==> config.mk <==
export PLATFORM = sky130hd
export DESIGN_NAME = store_align_unit
export DESIGN_NICKNAME = d
export VERILOG_FILES = /design/src/rtl/store_align_unit_pkg.sv /design/src/rtl/store_lane_shifter.sv /design/src/rtl/store_align_unit.sv
export SDC_FILE = /design/constraint.sdc
export NUM_CORES = 1
export LEC_CHECK = 0
export CAP_MARGIN = 10
export CORE_ASPECT_RATIO = 0.7
export CORE_UTILIZATION = 50
export DETAILED_ROUTE_END_ITERATION = 8
export PLACE_DENSITY = 0.81
export SETUP_SLACK_MARGIN = 0.3
export SLEW_MARGIN = 20
export SYNTH_ARGS = -nofsm -noshare
export SYNTH_HDL_FRONTEND = slang
export SYNTH_SLANG_ARGS = --single-unit
==> constraint.sdc <==
create_clock -name clk -period 5.8 [get_ports clk]
set_input_delay 0.58 -clock clk [delete_from_list [all_inputs] [get_ports clk]]
set_output_delay 0.58 -clock clk [all_outputs]
set_load 0.02 [all_outputs]
==> src/rtl/store_align_unit_pkg.sv <==
// Shared encodings for the store alignment path: access sizes, FSM states and
// byte-lane masks used by both the lane shifter and the control FSM.
package store_align_unit_pkg;

  typedef enum logic [1:0] {
    SZ_B   = 2'b00,
    SZ_H   = 2'b01,
    SZ_W   = 2'b10,
    SZ_RSV = 2'b11
  } size_e;

  typedef enum logic [1:0] {
    IDLE  = 2'b00,
    BEAT0 = 2'b01,
    BEAT1 = 2'b10,
    RESP  = 2'b11
  } state_e;

  localparam logic [3:0] MASK_B    = 4'b0001;
  localparam logic [3:0] MASK_H    = 4'b0011;
  localparam logic [3:0] MASK_W    = 4'b1111;
  localparam logic [3:0] MASK_NONE = 4'b0000;

  // Reserved size enables no lanes, so a rejected request never looks like a write.
  function automatic logic [3:0] size_mask(input size_e size);
    case (size)
      SZ_B:    size_mask = MASK_B;
      SZ_H:    size_mask = MASK_H;
      SZ_W:    size_mask = MASK_W;
      default: size_mask = MASK_NONE;
    endcase
  endfunction

endpackage

==> src/rtl/store_lane_shifter.sv <==
// Combinational lane placement: narrows the store operand and shifts data and
// byte enables into an 8-lane (two-word) window starting at the byte offset.
module store_lane_shifter
  import store_align_unit_pkg::*;
(
  input  logic [31:0] data,
  input  logic [1:0]  size,
  input  logic [1:0]  off,
  output logic [63:0] wide_data,
  output logic [7:0]  wide_be,
  output logic        misaligned,
  output logic        two_beat
);

  size_e       sz;
  logic [31:0] narrow;

  assign sz = size_e'(size);

  always_comb begin
    narrow = '0;
    case (sz)
      SZ_B:    narrow = {24'b0, data[7:0]};
      SZ_H:    narrow = {16'b0, data[15:0]};
      SZ_W:    narrow = data;
      default: narrow = '0;
    endcase
  end

  assign wide_data  = {32'b0, narrow} << {off, 3'b000};
  assign wide_be    = {4'b0, size_mask(sz)} << off;
  // Halves at offset 2 stay inside the word and are not misaligned.
  assign misaligned = ((sz == SZ_H) && off[0]) || ((sz == SZ_W) && (off != 2'b00));
  assign two_beat   = |wide_be[7:4];

endmodule

==> src/rtl/store_align_unit.sv <==
// Store aligner: places a byte/half/word store on the write bus lanes, splitting
// word-crossing stores into two beats or rejecting them when not allowed.
module store_align_unit
  import store_align_unit_pkg::*;
#(
  parameter bit ALLOW_MISALIGNED = 1'b1
) (
  input  logic        clk,
  input  logic        rst,
  input  logic        req_valid,
  output logic        req_ready,
  input  logic [31:0] req_addr,
  input  logic [31:0] req_data,
  input  logic [1:0]  req_size,
  output logic        mem_valid,
  input  logic        mem_ready,
  output logic [31:0] mem_addr,
  output logic [31:0] mem_wdata,
  output logic [3:0]  mem_be,
  output logic        done,
  output logic        err
);

  state_e      state, state_nxt;
  logic [29:0] word_q;
  logic [63:0] wdata_q;
  logic [7:0]  be_q;
  logic        two_q;
  logic        err_q;

  logic [63:0] wide_data;
  logic [7:0]  wide_be;
  logic        misaligned;
  logic        two_beat;
  logic        accept;
  logic        reject;

  store_lane_shifter u_shifter (
    .data       (req_data),
    .size       (req_size),
    .off        (req_addr[1:0]),
    .wide_data  (wide_data),
    .wide_be    (wide_be),
    .misaligned (misaligned),
    .two_beat   (two_beat)
  );

  assign accept = req_valid && (state == IDLE);
  assign reject = (size_e'(req_size) == SZ_RSV) || (misaligned && !ALLOW_MISALIGNED);

  // Lane placement is captured at accept so the bus stays stable under backpressure.
  always_ff @(posedge clk) begin
    if (rst) begin
      state   <= IDLE;
      word_q  <= '0;
      wdata_q <= '0;
      be_q    <= '0;
      two_q   <= 1'b0;
      err_q   <= 1'b0;
    end else begin
      state <= state_nxt;
      if (accept) begin
        word_q  <= req_addr[31:2];
        wdata_q <= wide_data;
        be_q    <= wide_be;
        two_q   <= two_beat;
        err_q   <= reject;
      end
    end
  end

  always_comb begin
    state_nxt = state;
    req_ready = 1'b0;
    mem_valid = 1'b0;
    mem_addr  = '0;
    mem_wdata = '0;
    mem_be    = '0;
    done      = 1'b0;
    err       = 1'b0;
    case (state)
      IDLE: begin
        req_ready = 1'b1;
        if (accept) state_nxt = reject ? RESP : BEAT0;
      end
      BEAT0: begin
        mem_valid = 1'b1;
        mem_addr  = {word_q, 2'b00};
        mem_wdata = wdata_q[31:0];
        mem_be    = be_q[3:0];
        if (mem_ready) state_nxt = two_q ? BEAT1 : RESP;
      end
      BEAT1: begin
        // Word index increment wraps the top of memory back to address 0.
        mem_valid = 1'b1;
        mem_addr  = {word_q + 30'd1, 2'b00};
        mem_wdata = wdata_q[63:32];
        mem_be    = be_q[7:4];
        if (mem_ready) state_nxt = RESP;
      end
      RESP: begin
        done      = 1'b1;
        err       = err_q;
        state_nxt = IDLE;
      end
      default: state_nxt = IDLE;
    endcase
  end

endmodule

After elaboration in Yosys (flattened, before gate mapping) --
Index checks and enable logic that the tools add are counted. W data, S select, Z words.
Word-level totals: bits of input ports 70, output and inout bits 72, logic and storage cells 39, register bits 106
Cells by class: shift-type cells 2, add/sub/neg operators 1, reduce and logical (&&, ||, !) cells 6, multiplexer cells 15, equal/unequal tests 9
Operator list (count):
- $pmux W32 S2 | 2
- $pmux W32 S3 | 1
- $shl A32 B5 Y64 | 1
- $add A30 B1 Y30 const B | 1
- $pmux W4 S3 | 1
- $eq A2 B2 Y1 const B | 4
- $mux W2 | 4
- $pmux W2 S4 | 1
- $pmux W4 S2 | 1
- $shl A4 B2 Y8 | 1
- $ne A2 B2 Y1 const B | 3
- $mux W1 | 5
- $eq A2 B1 Y1 const B | 2
- $logic_not A2 Y1 | 2
- $reduce_or A4 Y1 | 1
- $reduce_and A3 Y1 | 1
- $reduce_or A2 Y1 | 1
- $logic_and A1 B1 Y1 | 1

Depth between registers and ports, before layout --
Gate-level depths: netlist of the first run.
depth after elaboration 4, mapped depth 8, depth with buffers taken out 6

Cells and area by module --
From an unflattened synthesis of the first run, not the netlist that was laid out.
Unflattened totals: cell total of the unflattened synthesis 938, area total of the unflattened synthesis 6491.2 µm²
By module, submodules not included:
- store_align_unit | instances 1, sequential area each 2122.0 µm², cells an instance 743, area an instance 5258.8 µm²
- store_lane_shifter | instances 1, sequential area each 0.0 µm², cells an instance 195, area an instance 1232.4 µm²

Least setup slack after synthesis of the first run --
OpenSTA, ideal clock, no wires.
kind register to output, start register word_q[0], end output mem_addr[24], stages on the path, launching flop included 7, arrival 2.153 ns, required time 5.220 ns, buffers on the path 1, path slack 3.067 ns, path through dfxtp_1 -> ha_1 -> nand3_4 -> or4_4 -> buf_6 -> o31a_2 -> a31oi_1
On the way: cells in the longest elaborated chain, start to end 2
Ends and longest elaborated chain:
- from (decl) | line store_align_unit.sv:25 | logic [29:0] word_q;
- from (signal assigned) | line store_align_unit.sv:63 | word_q <= req_addr[31:2];
- $add A30 B1 Y30 | line store_align_unit.sv:96 | mem_addr = {word_q + 30'd1, 2'b00};
- $pmux W32 S2 | line store_align_unit.sv:81 | case (state)
- to (decl) | line store_align_unit.sv:17 | output logic [31:0] mem_addr,
Every way passes these cells.

Worst setup path in the final report of the first run --
start register state[1], end output mem_addr[16]
On the way: cells in the longest elaborated chain, start to end 2, elaborated cells between the ends (all ways) 3, classes of those cells eq/ne: 2; mux: 1
Ends and longest elaborated chain:
- from (decl) | line store_align_unit.sv:24 | state_e state, state_nxt;
- from (signal assigned) | line store_align_unit.sv:61 | state <= state_nxt;
- $eq A2 B2 Y1 / $eq A2 B1 Y1 (equally long branches) | line store_align_unit.sv:81
- $pmux W32 S2 * | line store_align_unit.sv:81
Mark *: on every way between the ends. The rest lies on a longest branch, timed or not.

==> flow_metrics.env, run 1 <==
export IMPL_power_density_nw_per_um2=362
export IMPL_outcome="complete, no violations"
export IMPL_gp_congestion=0.918
export IMPL_firstDrtPassIters=6
export IMPL_cts_clk_slew_worst_paths_ns=0.07
export IMPL_die_area_um2=11600
export IMPL_ys_seq_elements=97
export IMPL_num_rows=31
export IMPL_start_kind="flip-flop"
export IMPL_placedCellCount=970
export IMPL_first_iter_violations=819
export IMPL_drv_slew=0
export IMPL_crit_type="flip-flop to primary output"
export IMPL_clk_path_buf_depth=2
export IMPL_peakVddDrop_uv=211
export IMPL_synth_area_um2=5590
export IMPL_clkLatencyLatePin_ns=0.36
export IMPL_maxSlewHeadroom_pct=34.0
export IMPL_cts_root_buf="clkbuf_16"
export IMPL_cts_resized_gates=0
export IMPL_clock_sinks=97
export IMPL_drive_above_1_share_pct=4.77
export IMPL_arrival_ns=3.75
export IMPL_antenna_found_initial=0
export IMPL_tritoncts="done"
export IMPL_min_delay_start="wdata_q[9]"
export IMPL_max_stage_delay_ns=0.86
export IMPL_fmax_mhz=231
export IMPL_grt_first_pass_wirelength_um=30000
export IMPL_tritoncts_num_buffers=9
export IMPL_p_comb_share_pct=42.9
export IMPL_grt_overflow=0
export IMPL_grt_start_max_net_pins=82
export IMPL_ant_nets=0
export IMPL_io_pins=142
export IMPL_dp_hpwl_um=12900
export IMPL_die_h_um=90.5
export IMPL_grt_pass1_vias=5860
export IMPL_finalCritPeriodShare_pct=74.6
export IMPL_fin_util_pct=68.1
export IMPL_port_buffers=139
export IMPL_initial_core_util_pct=52.6
export IMPL_postCtsHoldBufs=0
export IMPL_period_minus_slack_ns=4.33
export IMPL_avgSynthCellArea_um2=7.48
export IMPL_setup_slack_ns=1.47
export IMPL_synthCells=748
export IMPL_p_int_mw=1.45
export IMPL_ys_warn_count=0
export IMPL_crit_path_top_delay_cell="ha_2"
export IMPL_wl_per_cell_um=19.1
export IMPL_num_vias=6232
export IMPL_yosys_area_top_type="dfxtp_1"
export IMPL_async_reset_ff_share_pct=0
export IMPL_r2r_end="state[1]"
export IMPL_placed_area_um2=6920
export IMPL_pre_cts_slack_ns=1.94
export IMPL_finalSetupViolCount=0
export IMPL_crit_fanout=48
export IMPL_yosysTopAreaCellShare_pct=34.7
export IMPL_end_kind="primary output"
export IMPL_r2r_cells=7
export IMPL_vias_per_cell=6.32
export IMPL_finalNonFillerCells=986
export IMPL_die_width_um=128
export IMPL_ys_top_cells_by_area="dfxtp_1 (35%), a22oi_1 (7.0%), nand2_1 (6.8%), nor2_1 (6.3%), a21oi_1 (4.7%)"
export IMPL_critPathLaunch="state[1]"
export IMPL_seq_area_frac_synth_pct=34.7
export IMPL_max_cap_violations=0
export IMPL_synth_cell_types=60
export IMPL_fin_total_pwr_mw=2.62
export IMPL_reg2reg_from="state[0]"
export IMPL_holdPathEnd="wdata_q[9]"
export IMPL_swShare_pct=44.7
export IMPL_finalHoldViolations=0
export IMPL_tns_ns=0
export IMPL_worst_slew_pin_slew_ns=0.991
export IMPL_remaining_drc_errors=0
export IMPL_routed_wl_um=18900
export IMPL_p_leak_nw=2.55
export IMPL_fin_hold_ws_ns=0.452
export IMPL_synth_edff_count=0
export IMPL_fin_skew_ns=0.00515
export IMPL_cts_htree_levels=3
export IMPL_worstPathCellList="inv_1 > ha_2 > clkinv_1 > nor2_1 > a21oi_1 > o21ai_0 > clkdlybuf4s50_1"
export IMPL_rsz0062_at_grt="no"
export IMPL_worstHoldPathCells=2
export IMPL_clkPwrFrac_pct=24.4
export IMPL_hold_class="flip-flop to flip-flop"
export IMPL_netSwitchingPower_mw=1.17
export IMPL_track_usage_pct=32.6
export IMPL_pwr_share_seq_pct=32.8
export IMPL_num_antenna_cells=0
export IMPL_area_delta_synth_final_pct=29.4
export IMPL_rrSetupSlack_ns=3.15
export IMPL_synth_ff_type="dfxtp_1"
export IMPL_postCtsSetupBuffers=0
export IMPL_fill_cells=914
export IMPL_worstPathRequired_ns=5.22
export IMPL_fin_nets=913
export IMPL_coreArea_um2=10600
export IMPL_final_cell_area_um2=7240
critical path, delay by kind of cell (launching register included):
family | cells | cell delay (ns)
AO/OA/AOI/OAI | 2 | 0.25
AND/OR/NAND/NOR | 1 | 0.63
flip-flops | 1 | 0.33
adder cells (fa/ha/maj) | 1 | 0.86
buffers and inverters | 3 | 1.32
kinds of logic after synthesis:
logic type,share of synthesized area (%)
DFF,34.7
other,0.0670
AOI/OAI and AO/OA,25.7
adders and majority gates,2.24
buffers and inverters,6.46
xor gates and xnor gates,0.157
and+or+nand+nor,29.1
muxes,1.61
cell usage in the layout, fill, tap and decap left out, types with 8 or more instances in the layout:
master / n
nor2b_1: 9
clkbuf_16: 9
and3_1: 30
a22oi_1: 52
nand3b_1: 10
nor3_1: 27
inv_1: 14
a222oi_1: 8
nand2_1: 100
a21oi_1: 53
o21ai_0: 23
a31oi_1: 9
ha_1: 8
a221oi_1: 8
o31ai_1: 10
clkdlybuf4s50_1: 138
dfxtp_1: 97
nor2_1: 93
nand3_1: 18
mux2i_1: 9
a32o_1: 8
power by group through the flow:
| stage | Combinational, mW | Clock [mW] | Sequential, mW |
|---|---|---|---|
| floorplan | 0.732 | 0 | 0.829 |
| global placement | 1.06 | 0 | 0.859 |
| detailed placement | 1.09 | 0 | 0.867 |
| CTS | 1.09 | 0.639 | 0.852 |
| global route | 1.21 | 0.670 | 0.869 |
| finish | 1.12 | 0.638 | 0.858 |
synth_stat cells, drive strengths merged, types with 3 or more instances:
| master | n |
|---|---|
| nand2 | 101 |
| dfxtp | 97 |
| nor2 | 94 |
| a21oi | 53 |
| a22oi | 52 |
| clkbuf | 48 |
| and3 | 31 |
| nor3 | 28 |
| buf | 24 |
| o21ai | 23 |
| nand3 | 20 |
| inv | 14 |
| ha | 10 |
| nand3b | 10 |
| nor2b | 10 |
| o31ai | 10 |
| a31oi | 9 |
| mux2i | 9 |
| a221oi | 8 |
| a222oi | 8 |
| a32o | 8 |
| nand4 | 7 |
| or4 | 7 |
| a211oi | 6 |
| a311oi | 6 |
| and2 | 6 |
| nand2b | 5 |
| nor4 | 5 |
| or3 | 5 |
| o211ai | 4 |
| a211o | 3 |
| a21o | 3 |
| and4 | 3 |
| o31a | 3 |
area by class of cell:
cell class	count	area [µm²]	share of cell area [%]
clock buffer	9	225	3.11
clock inverter	7	85.1	1.18
inverter	15	56.3	0.778
multi-input combinational	565	3310	45.8
sequential	97	1940	26.8
tap	148	185	2.56
timing repair buffer	145	1430	19.8
flip-flops by register name, summed over array words and instances, names as in the netlist:
signal   flops
state        2
wdata_q     56
be_q         7
word_q      30
two_q        1
err_q        1
per-layer routing:
| layer | GRT usage, % | vias up | wire (µm) |
|---|---|---|---|
| li1 | - | 2886 | - |
| met1 | 46.1 | 2950 | 8500 |
| met2 | 48.8 | 351 | 8240 |
| met3 | 6.87 | 45 | 1780 |
| met4 | 11.2 | 0 | 357 |
| met5 | 0 | - | 0 |
worst max-delay path by stage:
stage / slack, ns / cells after the start / to
after detailed placement: 1.94 / 7 / mem_addr[16]
after global placement: 2.04 / 7 / mem_addr[16]
final: 1.47 / 7 / mem_addr[16]
after floorplan: 3.07 / 6 / mem_addr[24]
after CTS: 1.56 / 7 / mem_addr[16]
after global routing: 1.28 / 7 / mem_addr[16]
Power figures use the tool's default switching activity.
==> run 2: changes to the inputs <==
==> constraint.sdc (replaced) <==
create_clock -name clk -period 4.54 [get_ports clk]
set_input_delay 0.454 -clock clk [delete_from_list [all_inputs] [get_ports clk]]
set_output_delay 0.454 -clock clk [all_outputs]
set_load 0.02 [all_outputs]
==> run 2 against run 1 <==
Effect of this change:
- register-to-register slack worse by 1.5 ns
- final cell count up 0.41%
- die area unchanged
- sequential share of layout area about the same
- utilization down 0.082 points
- worst setup slack worse by 0.68 ns
- flip-flop and latch count unchanged
- clock skew up 0.0012 ns
- critical path depth unchanged
- hold slack about the same
- power up 25%
- critical path type unchanged
- largest power group unchanged
==> flow_metrics.env, run 2 (synthesized netlist as in run 1, its figures left out) <==
export IMPL_port_buffers=139
export IMPL_fmax_mhz=267
export IMPL_die_h_um=90.5
export IMPL_reg_top3="wdata_q x56, word_q x30, be_q x7"
export IMPL_grt_overflow=0
export IMPL_power_density_nw_per_um2=451
export IMPL_grt_first_pass_wirelength_um=29700
export IMPL_cts_root_buf="clkbuf_16"
export IMPL_clkPwrFrac_pct=22.3
export IMPL_swShare_pct=44.3
export IMPL_fin_hold_ws_ns=0.451
export IMPL_p_leak_nw=2.56
export IMPL_cts_clk_slew_worst_paths_ns=0.07
export IMPL_clock_sinks=97
export IMPL_first_iter_violations=867
export IMPL_tritoncts="done"
export IMPL_peakVddDrop_uv=336
export IMPL_p_comb_share_pct=44.1
export IMPL_fin_skew_ns=0.00638
export IMPL_dp_hpwl_um=13100
export IMPL_cts_resized_gates=0
export IMPL_arrival_ns=3.30
export IMPL_netSwitchingPower_mw=1.45
export IMPL_worstPathRequired_ns=4.09
export IMPL_grt_start_max_net_pins=52
export IMPL_crit_fanout=19
export IMPL_clk_path_buf_depth=2
export IMPL_cts_htree_levels=3
export IMPL_firstDrtPassIters=6
export IMPL_postCtsSetupBuffers=0
export IMPL_num_vias=6221
export IMPL_routed_wl_um=18500
export IMPL_tritoncts_num_buffers=9
export IMPL_initial_core_util_pct=52.6
export IMPL_remaining_drc_errors=0
export IMPL_largest_register_ffs=56
export IMPL_maxSlewHeadroom_pct=23.5
export IMPL_wl_per_cell_um=18.7
export IMPL_finalSetupViolCount=0
export IMPL_clkLatencyLatePin_ns=0.34
export IMPL_die_area_um2=11600
export IMPL_vias_per_cell=6.28
export IMPL_worst_slew_pin_slew_ns=1.14
export IMPL_grt_pass1_vias=5698
export IMPL_final_cell_area_um2=7230
export IMPL_num_antenna_cells=0
export IMPL_outcome="complete, no violations"
export IMPL_r2r_cells=6
export IMPL_area_delta_synth_final_pct=29.2
export IMPL_pwr_share_seq_pct=33.6
export IMPL_hold_class="flip-flop to flip-flop"
export IMPL_track_usage_pct=32.2
export IMPL_tns_ns=0
export IMPL_start_kind="flip-flop"
export IMPL_fin_nets=917
export IMPL_placed_area_um2=6950
export IMPL_drive_above_1_share_pct=4.75
export IMPL_end_kind="primary output"
export IMPL_io_pins=142
export IMPL_rsz0062_at_grt="no"
export IMPL_drv_slew=0
export IMPL_crit_type="flip-flop to primary output"
export IMPL_finalCritPeriodShare_pct=82.6
export IMPL_die_width_um=128
export IMPL_coreArea_um2=10600
export IMPL_ant_nets=0
export IMPL_placedCellCount=974
export IMPL_gp_congestion=0.935
export IMPL_p_int_mw=1.81
export IMPL_num_rows=31
export IMPL_layout_commonest_cell="clkdlybuf4s50_1"
export IMPL_antenna_found_initial=0
export IMPL_final_cell_mix="clkdlybuf4s50_1 (138), nand2_1 (100), dfxtp_1 (97), nor2_1 (94), a21oi_1 (53)"
export IMPL_top_register="wdata_q"
export IMPL_worstHoldPathCells=2
export IMPL_period_minus_slack_ns=3.75
export IMPL_postCtsHoldBufs=0
export IMPL_max_cap_violations=0
export IMPL_rrSetupSlack_ns=1.66
export IMPL_finalHoldViolations=0
export IMPL_finalNonFillerCells=990
run 2: metrics by stage:
step           util (%)  total power [mW]  setup slack (ns)
3_3_place_gp       65.4              2.47              1.32
5_1_grt            68.0              3.44             0.522
2_1_floorplan         -              1.99              1.93
6_report           68.0              3.26             0.788
3_5_place_dp       65.4              2.52              1.19
4_1_cts            68.0              3.24             0.819
run 2: path summary, 6_finish.rpt:
kind	startpoint	end
max	state[0]	mem_addr[16]
min	err_q	err_q
max reg2reg	state[1]	wdata_q[38]
min reg2reg	err_q	err_q
run 2: metal layers:
metal  routed length (µm)  share of wire [%]  vias to the layer above  track usage (%)
met5                    0                  0                        -                0
met4                  184                1.0                        0             7.75
met3                 1720                9.3                       18             5.51
met2                 8140                 44                      349             48.3
met1                 8430                 46                     2951             47.4
li1                     -                  -                     2903                -
run 2: critical path, cell delays in order, from the launching register on:
cell,delay [ns]
dfxtp_1,0.39
inv_1,0.10
ha_1,0.56
inv_1,0.40
nor2_1,0.63
a21oi_1,0.07
o21ai_0,0.17
clkdlybuf4s50_1,0.63
run 2: cell type report:
cell class,count,area (µm²)
Fill cell,912,3400
Multi-Input combinational cell,565,3300
Sequential cell,97,1940
Timing Repair Buffer,149,1460
Clock buffer,11,243
Tap cell,148,185
Inverter,15,56.3
Clock inverter,5,38.8
run 2: power groups by stage:
stage	Sequential, mW	Combinational (mW)	Clock, mW
6_report	1.09	1.44	0.728
3_3_place_gp	1.10	1.37	0
2_1_floorplan	1.06	0.935	0
4_1_cts	1.09	1.42	0.734
5_1_grt	1.11	1.56	0.770
3_5_place_dp	1.11	1.41	0
==> run 3: changes to the inputs <==
--- a/config.mk
+++ b/config.mk
@@ -7,9 +7,9 @@
 export LEC_CHECK = 0
 export CAP_MARGIN = 10
 export CORE_ASPECT_RATIO = 0.7
-export CORE_UTILIZATION = 50
+export CORE_UTILIZATION = 45
 export DETAILED_ROUTE_END_ITERATION = 8
-export PLACE_DENSITY = 0.81
+export PLACE_DENSITY = 0.77
 export SETUP_SLACK_MARGIN = 0.3
 export SLEW_MARGIN = 20
 export SYNTH_ARGS = -nofsm -noshare
==> constraint.sdc (replaced) <==
create_clock -name clk -period 3.4 [get_ports clk]
set_input_delay 0.34 -clock clk [delete_from_list [all_inputs] [get_ports clk]]
set_output_delay 0.34 -clock clk [all_outputs]
set_load 0.02 [all_outputs]
==> run 3 against run 2 <==
Effect of this change:
- cell area is 2.7% higher
- register-to-register slack got worse by 0.69 ns
- wire length increased by 1.0%
- critical path depth shrank 2
==> flow_metrics.env, run 3 (synthesized netlist as in run 1, its figures left out) <==
export IMPL_finalNonFillerCells=1013
export IMPL_clkLatencyLatePin_ns=0.35
export IMPL_rsz0062_at_grt="yes"
export IMPL_pre_cts_slack_ns=0.305
export IMPL_setup_slack_ns=0.350
export IMPL_worstPathCellList="nand4_2 > or4_4 > or4_1 > nand3_1 > clkdlybuf4s50_1"
export IMPL_worst_slew_pin_slew_ns=1.18
export IMPL_p_leak_nw=2.76
export IMPL_maxSlewHeadroom_pct=20.6
export IMPL_clkPwrFrac_pct=22.9
export IMPL_tritoncts="done"
export IMPL_cts_clk_slew_worst_paths_ns=0.07
export IMPL_die_width_um=135
export IMPL_drive_above_1_share_pct=8.29
export IMPL_placed_area_um2=7060
export IMPL_grt_overflow=0
export IMPL_clk_path_buf_depth=2
export IMPL_crit_family="simple AND/OR/NAND/NOR gates"
export IMPL_use_met2_pct=44.6
export IMPL_dp_hpwl_um=13200
export IMPL_grt_pass1_vias=5703
export IMPL_postCtsHoldBufs=0
export IMPL_period_minus_slack_ns=3.05
export IMPL_final_cell_mix="clkdlybuf4s50_1 (125), nand2_1 (99), nor2_1 (93), dfxtp_1 (88), a21oi_1 (53)"
export IMPL_crit_type="flip-flop to primary output"
export IMPL_finalSetupViolCount=0
export IMPL_wl_per_cell_um=18.4
export IMPL_start_kind="flip-flop"
export IMPL_peakVddDrop_uv=360
export IMPL_crit_fanout=12
export IMPL_p_int_mw=2.58
export IMPL_reg2reg_from="state[0]"
export IMPL_power_density_nw_per_um2=611
export IMPL_worstPathRequired_ns=3.06
export IMPL_min_delay_start="be_q[1]"
export IMPL_max_stage_delay_ns=0.61
export IMPL_grtUsageMet3_pct=5.85
export IMPL_crit_path_top_delay_cell="or4_4"
export IMPL_fin_nets=932
export IMPL_largest_register_ffs=56
export IMPL_first_iter_violations=870
export IMPL_grtUsageMet1_pct=41.7
export IMPL_reg_top3="wdata_q x56, word_q x30, be_q x7"
export IMPL_arrival_ns=2.71
export IMPL_tns_ns=0
export IMPL_finalHoldViolations=0
export IMPL_fin_skew_ns=0.00590
export IMPL_die_area_um2=12900
export IMPL_initial_core_util_pct=47.0
export IMPL_num_rows=33
export IMPL_coreArea_um2=11900
export IMPL_vias_per_cell=6.11
export IMPL_layout_commonest_cell="clkdlybuf4s50_1"
export IMPL_final_cell_area_um2=7420
export IMPL_top_register="wdata_q"
export IMPL_track_usage_pct=29.3
export IMPL_cts_root_buf="clkbuf_16"
export IMPL_port_buffers=139
export IMPL_clock_sinks=97
export IMPL_grt_first_pass_wirelength_um=29600
export IMPL_fmax_mhz=328
export IMPL_io_pins=142
export IMPL_swShare_pct=43.1
export IMPL_ant_nets=0
export IMPL_num_antenna_cells=0
export IMPL_remaining_drc_errors=0
export IMPL_critPathLaunch="word_q[10]"
export IMPL_outcome="complete, no violations"
export IMPL_max_cap_violations=0
export IMPL_busiest_layer="met2"
export IMPL_cts_htree_levels=3
export IMPL_end_kind="primary output"
export IMPL_area_delta_synth_final_pct=32.7
export IMPL_critical_path_buf_inv_count=1
export IMPL_fin_util_pct=62.4
export IMPL_routed_wl_um=18700
export IMPL_pwr_share_seq_pct=32.3
export IMPL_p_comb_share_pct=44.8
export IMPL_antenna_found_initial=0
export IMPL_finalCritPeriodShare_pct=89.7
export IMPL_netSwitchingPower_mw=1.96
export IMPL_drv_slew=0
export IMPL_firstDrtPassIters=6
export IMPL_hold_class="flip-flop to flip-flop"
export IMPL_gp_congestion=0.910
export IMPL_tritoncts_num_buffers=9
export IMPL_num_vias=6191
export IMPL_placedCellCount=996
export IMPL_die_h_um=95.3
export IMPL_grt_start_max_net_pins=56
## run 3: worst reg2reg max path, cell delays in order (launching register included)
cell      delay (ns)
dfxtp_1         0.35
inv_1           0.15
ha_4            0.19
nand2_4         0.28
nor3_1          1.05
a222oi_1        0.17
nor2_1          0.17
## run 3: path summary, 6_finish.rpt
| kind | endpoint | cells after the start | slack, ns |
|---|---|---|---|
| worst min-delay path | be_q[1] | 2 | 0.45 |
| worst min register to register | be_q[1] | 2 | 0.45 |
| worst max-delay path | mem_addr[17] | 5 | 0.35 |
| worst max register to register | wdata_q[34] | 6 | 0.97 |
## run 3: routing by layer
layer  share of wire, %  up-vias
met4                1.2        0
met1                 47     2918
met3                9.0       21
met2                 43      328
met5                  0        -
li1                   -     2924
## run 3: per-stage QoR
stage	total power [mW]	hold WS, ns
after floorplan	2.66	0.427
after global placement	3.38	0.438
after detailed placement	3.42	0.447
after CTS	4.50	0.455
after global routing	4.80	0.467
final	4.54	0.454
## run 3: power groups by stage
stage | sequential, mW | clock, mW | combinational (mW)
after floorplan | 1.41 | 0 | 1.25
after global placement | 1.46 | 0 | 1.92
after detailed placement | 1.47 | 0 | 1.95
after CTS | 1.46 | 1.05 | 1.99
after global routing | 1.49 | 1.09 | 2.22
final | 1.46 | 1.04 | 2.03
## run 3: repair_timing
item | in CTS | in global routing
setup endpoints to repair | 18 | 11
resized for setup | 23 | 15
pin swaps | 0 | 1
setup buffers | 0 | 2
## run 3: cell type report
class / instances / area, µm²
multi-input combinational: 565 / 3340
sequential: 97 / 1950
tap: 157 / 196
inverter: 15 / 57.6
clock buffer: 11 / 243
fill: 1041 / 4470
timing repair buffer: 164 / 1580
clock inverter: 4 / 53.8
